$ cat src/rtl/ds_pkg.sv
// ds_pkg
// Shared definitions for the delta-sigma input path.
//   IN_BITS_DEFAULT : default sample width, shared with the modulator
//   feeder_state_t  : ds_sample_feeder sequencing states
package ds_pkg;

  localparam int IN_BITS_DEFAULT = 16;

  typedef enum logic [1:0] {
    IDLE     = 2'd0,
    PRIME    = 2'd1,
    RUN      = 2'd2,
    STOPPING = 2'd3
  } feeder_state_t;

endpackage

$ cat src/rtl/ds_sample_feeder_if.sv
// ds_sample_feeder_if
// Host/modulator side bundle of ds_sample_feeder.
//   master : host/modulator side (drives start, stop, in_data, in_valid, ds_consume)
//   slave  : the feeder (drives in_ready, u, ds_run, ds_reset_lfsr, busy,
//            underflow, underflow_count)
interface ds_sample_feeder_if
  import ds_pkg::*;
#(
  parameter int IN_BITS  = IN_BITS_DEFAULT,
  parameter int CNT_BITS = 8
);
  logic                start;
  logic                stop;
  logic [IN_BITS-1:0]  in_data;
  logic                in_valid;
  logic                in_ready;
  logic                ds_consume;
  logic [IN_BITS-1:0]  u;
  logic                ds_run;
  logic                ds_reset_lfsr;
  logic                busy;
  logic                underflow;
  logic [CNT_BITS-1:0] underflow_count;

  modport master (
    output start, stop, in_data, in_valid, ds_consume,
    input  in_ready, u, ds_run, ds_reset_lfsr, busy, underflow, underflow_count
  );

  modport slave (
    input  start, stop, in_data, in_valid, ds_consume,
    output in_ready, u, ds_run, ds_reset_lfsr, busy, underflow, underflow_count
  );
endinterface

$ cat src/rtl/ds_sample_fifo.sv
// ds_sample_fifo
// Synchronous FIFO, DEPTH entries (power of two, >= 2) of DATA_W bits.
//   push/push_data : write when push && !full
//   pop            : read when pop && !empty; head is the oldest entry
//   occupancy      : entry count, clog2(DEPTH)+1 bits
//   full/empty     : decoded from the registered occupancy
// Only pointers and occupancy are reset; storage contents are don't-care.
module ds_sample_fifo #(
  parameter int DATA_W = 16,
  parameter int DEPTH  = 4
) (
  input  logic                         clk,
  input  logic                         reset,
  input  logic                         push,
  input  logic [DATA_W-1:0]            push_data,
  input  logic                         pop,
  output logic [DATA_W-1:0]            head,
  output logic [$clog2(DEPTH):0]       occupancy,
  output logic                         full,
  output logic                         empty
);
  localparam int PTR_W = $clog2(DEPTH);
  localparam int OCC_W = PTR_W + 1;

  logic [DATA_W-1:0] mem [DEPTH];
  logic [PTR_W-1:0]  wr_ptr;
  logic [PTR_W-1:0]  rd_ptr;
  logic [OCC_W-1:0]  count;
  logic              do_push;
  logic              do_pop;

  assign full    = (count == OCC_W'(DEPTH));
  assign empty   = (count == '0);
  assign do_push = push && !full;
  assign do_pop  = pop && !empty;
  assign head    = mem[rd_ptr];
  assign occupancy = count;

  always_ff @(posedge clk) begin
    if (do_push) begin
      mem[wr_ptr] <= push_data;
    end
  end

  // Pointers wrap naturally because DEPTH is a power of two.
  always_ff @(posedge clk) begin
    if (reset) begin
      wr_ptr <= '0;
      rd_ptr <= '0;
      count  <= '0;
    end else begin
      if (do_push) wr_ptr <= wr_ptr + PTR_W'(1);
      if (do_pop)  rd_ptr <= rd_ptr + PTR_W'(1);
      case ({do_push, do_pop})
        2'b10:   count <= count + OCC_W'(1);
        2'b01:   count <= count - OCC_W'(1);
        default: count <= count;
      endcase
    end
  end
endmodule

$ cat src/rtl/ds_sample_feeder.sv
// ds_sample_feeder
// Feeds host samples to the delta-sigma modulator: buffers them in a FIFO,
// holds u stable and advances it once per modulator sample boundary
// (ds_consume), sequences run/stop and the LFSR reset pulse, and flags
// underflow when a boundary arrives with nothing buffered.
// Ports:
//   clk, reset : clock, synchronous active-high reset
//   bus        : ds_sample_feeder_if.slave (start/stop, in_* handshake,
//                ds_consume, u, ds_run, ds_reset_lfsr, busy, underflow,
//                underflow_count)
// Build option: DS_FEEDER_UNDERFLOW_CNT_EN enables the saturating
// underflow counter; otherwise underflow_count is tied to zero.
module ds_sample_feeder
  import ds_pkg::*;
#(
  parameter int IN_BITS  = IN_BITS_DEFAULT,
  parameter int DEPTH    = 4,
  parameter int CNT_BITS = 8
) (
  input  logic               clk,
  input  logic               reset,
  ds_sample_feeder_if.slave  bus
);
  localparam int OCC_W = $clog2(DEPTH) + 1;

  feeder_state_t      state, state_next;
  logic [IN_BITS-1:0] head;
  logic [OCC_W-1:0]   fifo_occ;
  logic               fifo_full;
  logic               fifo_empty;
  logic               push;
  logic               pop;
  logic               lfsr_next;
  logic               prime_load;
  logic               consume_upd;
  logic               uf_hit;

  logic [IN_BITS-1:0] u_reg;
  logic               ds_run_reg;
  logic               lfsr_reg;
  logic               busy_reg;
  logic               underflow_reg;

  // in_ready depends only on registered occupancy, never on this cycle's pop.
  assign bus.in_ready = (fifo_occ < OCC_W'(DEPTH));
  assign push         = bus.in_valid && !fifo_full;

  ds_sample_fifo #(
    .DATA_W (IN_BITS),
    .DEPTH  (DEPTH)
  ) u_fifo (
    .clk       (clk),
    .reset     (reset),
    .push      (push),
    .push_data (bus.in_data),
    .pop       (pop),
    .head      (head),
    .occupancy (fifo_occ),
    .full      (fifo_full),
    .empty     (fifo_empty)
  );

  always_comb begin
    state_next  = state;
    lfsr_next   = 1'b0;
    prime_load  = 1'b0;
    consume_upd = 1'b0;
    case (state)
      IDLE: begin
        if (bus.start && !bus.stop) begin
          state_next = PRIME;
          lfsr_next  = 1'b1;
        end
      end
      PRIME: begin
        if (bus.stop) begin
          state_next = IDLE;
        end else if (!fifo_empty) begin
          prime_load = 1'b1;
          state_next = RUN;
        end
      end
      RUN: begin
        consume_upd = bus.ds_consume;
        if (bus.stop) state_next = STOPPING;
      end
      STOPPING: begin
        consume_upd = bus.ds_consume;
        if (bus.ds_consume) state_next = IDLE;
      end
      default: state_next = IDLE;
    endcase
  end

  assign pop    = prime_load || (consume_upd && !fifo_empty);
  assign uf_hit = consume_upd && fifo_empty;

  // Control outputs are registered from next-state so they line up with state.
  always_ff @(posedge clk) begin
    if (reset) begin
      state         <= IDLE;
      u_reg         <= '0;
      ds_run_reg    <= 1'b0;
      lfsr_reg      <= 1'b0;
      busy_reg      <= 1'b0;
      underflow_reg <= 1'b0;
    end else begin
      state         <= state_next;
      ds_run_reg    <= (state_next == RUN) || (state_next == STOPPING);
      busy_reg      <= (state_next != IDLE);
      lfsr_reg      <= lfsr_next;
      underflow_reg <= uf_hit;
      if (pop) u_reg <= head;
    end
  end

  assign bus.u             = u_reg;
  assign bus.ds_run        = ds_run_reg;
  assign bus.ds_reset_lfsr = lfsr_reg;
  assign bus.busy          = busy_reg;
  assign bus.underflow     = underflow_reg;

`ifdef DS_FEEDER_UNDERFLOW_CNT_EN
  logic [CNT_BITS-1:0] uf_count;

  function automatic logic [CNT_BITS-1:0] sat_inc(input logic [CNT_BITS-1:0] v);
    return (&v) ? v : v + CNT_BITS'(1);
  endfunction

  always_ff @(posedge clk) begin
    if (reset) begin
      uf_count <= '0;
    end else if (uf_hit) begin
      uf_count <= sat_inc(uf_count);
    end
  end

  assign bus.underflow_count = uf_count;
`else
  assign bus.underflow_count = '0;
`endif
endmodule

$ cat src/flat_wrapper.sv
// flat-port wrapper written by rule: the top's interface ports become plain ports
module ds_sample_feeder_flat import ds_pkg::*;
#(
  parameter int IN_BITS  = IN_BITS_DEFAULT,
  parameter int DEPTH    = 4,
  parameter int CNT_BITS = 8
)
  (clk, reset, bus_start, bus_stop, bus_in_data, bus_in_valid, bus_ds_consume, bus_in_ready, bus_u, bus_ds_run, bus_ds_reset_lfsr, bus_busy, bus_underflow, bus_underflow_count);
  ds_sample_feeder_if #(.IN_BITS(IN_BITS), .CNT_BITS(CNT_BITS)) bus_i ();
  input  logic clk;
  input  logic reset;
  input wire logic [$bits(bus_i.start)-1:0] bus_start;
  input wire logic [$bits(bus_i.stop)-1:0] bus_stop;
  input wire logic [$bits(bus_i.in_data)-1:0] bus_in_data;
  input wire logic [$bits(bus_i.in_valid)-1:0] bus_in_valid;
  input wire logic [$bits(bus_i.ds_consume)-1:0] bus_ds_consume;
  output wire logic [$bits(bus_i.in_ready)-1:0] bus_in_ready;
  output wire logic [$bits(bus_i.u)-1:0] bus_u;
  output wire logic [$bits(bus_i.ds_run)-1:0] bus_ds_run;
  output wire logic [$bits(bus_i.ds_reset_lfsr)-1:0] bus_ds_reset_lfsr;
  output wire logic [$bits(bus_i.busy)-1:0] bus_busy;
  output wire logic [$bits(bus_i.underflow)-1:0] bus_underflow;
  output wire logic [$bits(bus_i.underflow_count)-1:0] bus_underflow_count;
  assign bus_i.start = bus_start;
  assign bus_i.stop = bus_stop;
  assign bus_i.in_data = bus_in_data;
  assign bus_i.in_valid = bus_in_valid;
  assign bus_i.ds_consume = bus_ds_consume;
  assign bus_in_ready = bus_i.in_ready;
  assign bus_u = bus_i.u;
  assign bus_ds_run = bus_i.ds_run;
  assign bus_ds_reset_lfsr = bus_i.ds_reset_lfsr;
  assign bus_busy = bus_i.busy;
  assign bus_underflow = bus_i.underflow;
  assign bus_underflow_count = bus_i.underflow_count;
  ds_sample_feeder #(.IN_BITS(IN_BITS), .DEPTH(DEPTH), .CNT_BITS(CNT_BITS)) u_core (.clk(clk), .reset(reset), .bus(bus_i));
endmodule
$ cat config.mk
export PLATFORM = sky130hd
export DESIGN_NAME = ds_sample_feeder_flat
export DESIGN_NICKNAME = d
export VERILOG_FILES = /design/src/rtl/ds_pkg.sv /design/src/rtl/ds_sample_feeder_if.sv /design/src/rtl/ds_sample_fifo.sv /design/src/rtl/ds_sample_feeder.sv /design/src/flat_wrapper.sv
export SDC_FILE = /design/constraint.sdc
export NUM_CORES = 1
export LEC_CHECK = 0
export ABC_CLOCK_PERIOD_IN_PS = 2600
export CAP_MARGIN = 30
export CORE_ASPECT_RATIO = 1.2
export CORE_MARGIN = 2
export CORE_UTILIZATION = 38
export DETAILED_ROUTE_END_ITERATION = 16
export SLEW_MARGIN = 20
export SYNTH_ARGS = -nofsm -noshare
export SYNTH_HDL_FRONTEND = slang
export SYNTH_HIERARCHICAL = 1
export SYNTH_SLANG_ARGS = --single-unit
export TNS_END_PERCENT = 1
$ cat constraint.sdc
create_clock -name clk -period 2.6 [get_ports clk]
set_input_delay 0.52 -clock clk [delete_from_list [all_inputs] [get_ports clk]]
set_output_delay 0.52 -clock clk [all_outputs]
set_load 0.02 [all_outputs]
==> flow_summary_export.csv <==
group,metric,value,unit
run_status,status,"finished, final reports clean",
layout,fin_cells,430,
timing,maxSlewHeadroom,49.08,%
placement,gp_congestion,0.6905,
logic_synthesis,yosysTopAreaCellShare,50.16,%
drt,viasPerCell,4.709,
logic_synthesis,synth_top_cell_by_area,"edfxtp_1",
pwr,peakVddDrop,0.3008,mV
pwr,leakage,0.001611,µW
layout,drive_gt1_share,15.13,%
logic_synthesis,syn_inst,241,
timing,min_period,2.409,ns
timing,fin_ws,0.1910,ns
logic_synthesis,avgSynthCellArea,15.90,µm²
layout,postLayoutCellArea,4750,µm²
clock_network,clkLatencyLatePin,0.33,ns
setup_path,r2r_slack,0.19,ns
drt,vias,2025,
pwr,cellPowerDensity,650.4,nW/µm²
setup_path,arrival,2.67,ns
grt,grt_pass1_vias,2066,
clock_network,cts_hold_buf,0,
timing,rsz0062_at_grt,"no",
setup_path,crit_chain,"or3b_4 > a21oi_4 > o31ai_4 > inv_1 > ha_2 > inv_1 > fa_2 > xor2_1 > or3_1 > a21oi_2",
floorplan,start_util,38.66,%
floorplan,design.die.area,10900,µm²
logic_synthesis,synth_compound_area_share,2.025,%
timing,fin_crit_sh,92.65,%
timing,clock_skew,0.006373,ns
logic_synthesis,synth_top_family_by_area,"multiplexers",
drt,routedWlPerCell,14.51,µm
timing,setup_violations,0,
setup_path,cp_num_buf_inv,2,
drt,initialDrtViolationCount,84,
logic_synthesis,synth.most_common_cell,"edfxtp_1",
drt,drc,0,
setup_path,critPathMaxStageDelay,0.42,ns
clock_network,cts_max_path_buffers,2,
clock_network,clock-sinks,94,
timing,whs,0.4723,ns
layout,final_util,47.93,%
timing,hold_viol,0,
grt,antenna_found_initial,0,
floorplan,rows,40,
clock_network,cts_buffers,9,
logic_synthesis,synthMuxAreaShare,14.44,%
logic_synthesis,synthAdderAreaFrac,2.155,%
logic_synthesis,yosys.area_share.simple,10.22,%
timing,drv_slew,0,
clock_network,cts_tree,"built",
logic_synthesis,synth-main-ff-cell,"edfxtp_1",
setup_path,crit_type,"reg2reg",
grt,grt_max_degree,19,
logic_synthesis,yosys.area_share.xor_xnor,0.6858,%
clock_network,clock_tree.root_cell,"clkbuf_16",
setup_path,slowest_stage,"or3b_4",
logic_synthesis,synthTopCellsByCount,"64 x edfxtp_1, 35 x nand2b_1, 30 x dfxtp_1",
timing,max_freq,0.4151,GHz
setup_path,critPathLaunchType,"flop",
clock_network,htreeDepth,3,
placement,portBuffers,42,
placement,place_area,4473,µm²
layout,multi_input_area,1184,µm²
grt,grt_pass1_wl,9.998,mm
layout,fill_cells,890,
floorplan,die-height,114.0,µm
logic_synthesis,yosysUniqueCellTypes,36,
layout,largest_register_ffs,64,
timing,worst_pin_slew,0.7627,ns
setup_path,end_kind,"flop",
drt,drt_wl_total,6.240,mm
placement,dp.cells,413,
layout,synthToLayoutAreaGrowth,23.97,%
setup_path,cp_max_fo,6,
logic_synthesis,yosysWarnings,6,
floorplan,ios,51,
floorplan,die_x,95.66,µm
setup_path,critical_path_required,2.87,ns
worst_hold_path,worstHoldPathType,"reg2reg",
layout,diodes,0,
drt,drtAntennaViolNets,0,
layout,nNetsFinal,327,
grt,grt_usage,12.61,%
clock_network,clk_pin_slew,0.06,ns
logic_synthesis,async_reset_ff_share,0,%
logic_synthesis,synth.ff_latch_count,94,
logic_synthesis,yosys-top-cells-area,"edfxtp_1 50%, dfxtp_1 16%, mux4_2 5.9%",
logic_synthesis,syn_area,3831,µm²
floorplan,core,9910,µm²
drt,dr.pass1.iters,4,
setup_path,cp_common_cell,"inv_1",
grt,globalRouteOverflowTotal,0,
placement,dp_slack,-0.2561,ns
setup_path,cp_top_family,"simple AND/OR/NAND/NOR gates",
layout,regArea,2522,µm²
logic_synthesis,synth-edff-count,64,
logic_synthesis,synth-seq-area-share,65.84,%
run,cap_viol_max_count,0,
placement,dp_hpwl,4.084,mm
-- per-layer routing --
layer	vias to the layer above	global-route usage [%]	wire length (µm)
li1	979	-	-
met1	990	14.75	2572
met2	49	21.45	3251
met3	7	3.765	311
met4	0	5.143	106
met5	-	0	0
-- cell usage in the layout, fill, tap and decap left out, types with 2 or more instances in the layout --
cell type	n
mux2i_1	17
a21oi_1	3
conb_1	8
buf_12	4
nand3_1	2
and2_1	4
nand2b_1	35
xor2_1	3
edfxtp_1	64
clkdlybuf4s50_1	41
ha_1	4
nor2_1	9
clkbuf_1	3
buf_4	11
inv_1	10
o21ai_0	4
mux4_1	6
nand2_1	2
clkbuf_16	9
clkinv_2	2
dfxtp_1	30
mux4_2	10
or3_1	3
nor2b_1	3
-- tightest hold or removal path, delay by kind of cell, from the launching register on --
kind / cells / cell delay, ns
multiplexers: 1 / 0.06
AND/OR/NAND/NOR: 1 / 0.06
flip-flops: 1 / 0.31
-- what timing repair did --
action                                  CTS  global route
endpoints found under the setup margin    0             1
setup buffers                             0             1
endpoints found under the hold margin     0             0
resized for setup                         0             2
-- through the flow --
step,power [µW],TNS [ns]
after floorplan,1866,-0.07712
after global placement,1971,-0.2762
after detailed placement,1978,-0.3553
after CTS,3142,0
after global routing,3228,0
final,3089,0
-- kinds of logic (layout without fill, tap and decap cells) --
family	count (synthesis)	count (layout)
simple gates	65	65
compound gates	12	12
xor+xnor	3	3
fa+ha+maj	6	6
flops	94	94
mux	33	33
other cells	1	8
buf+inv	27	83
-- report_power, final --
group	total [µW]	internal [µW]	leakage, µW	switching, µW
Combinational	255	130	0.000654	126
Clock	1150	647	0.000127	501
Sequential	1690	1660	0.000831	25.3
Total	3090	2440	0.00161	652
-- final cells by class --
type,instances,share of cell area [%]
sequential,94,53.11
multi-input combinational,127,24.92
timing repair buffer,57,12.33
clock buffer,12,4.979
tap,126,3.319
inverter,10,0.7903
clock inverter,4,0.5532
-- worst paths after layout --
| kind | startpoint | endpoint | cells past startpoint |
|---|---|---|---|
| worst max-delay path | u_core/state[0] | u_core/u_fifo/occupancy[2] | 10 |
| worst min-delay path | u_core/bus.u[2] | u_core/bus.u[2] | 2 |
| worst max register to register | u_core/state[0] | u_core/u_fifo/occupancy[2] | 10 |
| worst min register to register | u_core/bus.u[2] | u_core/bus.u[2] | 2 |
(Power assumes the default switching activity.)
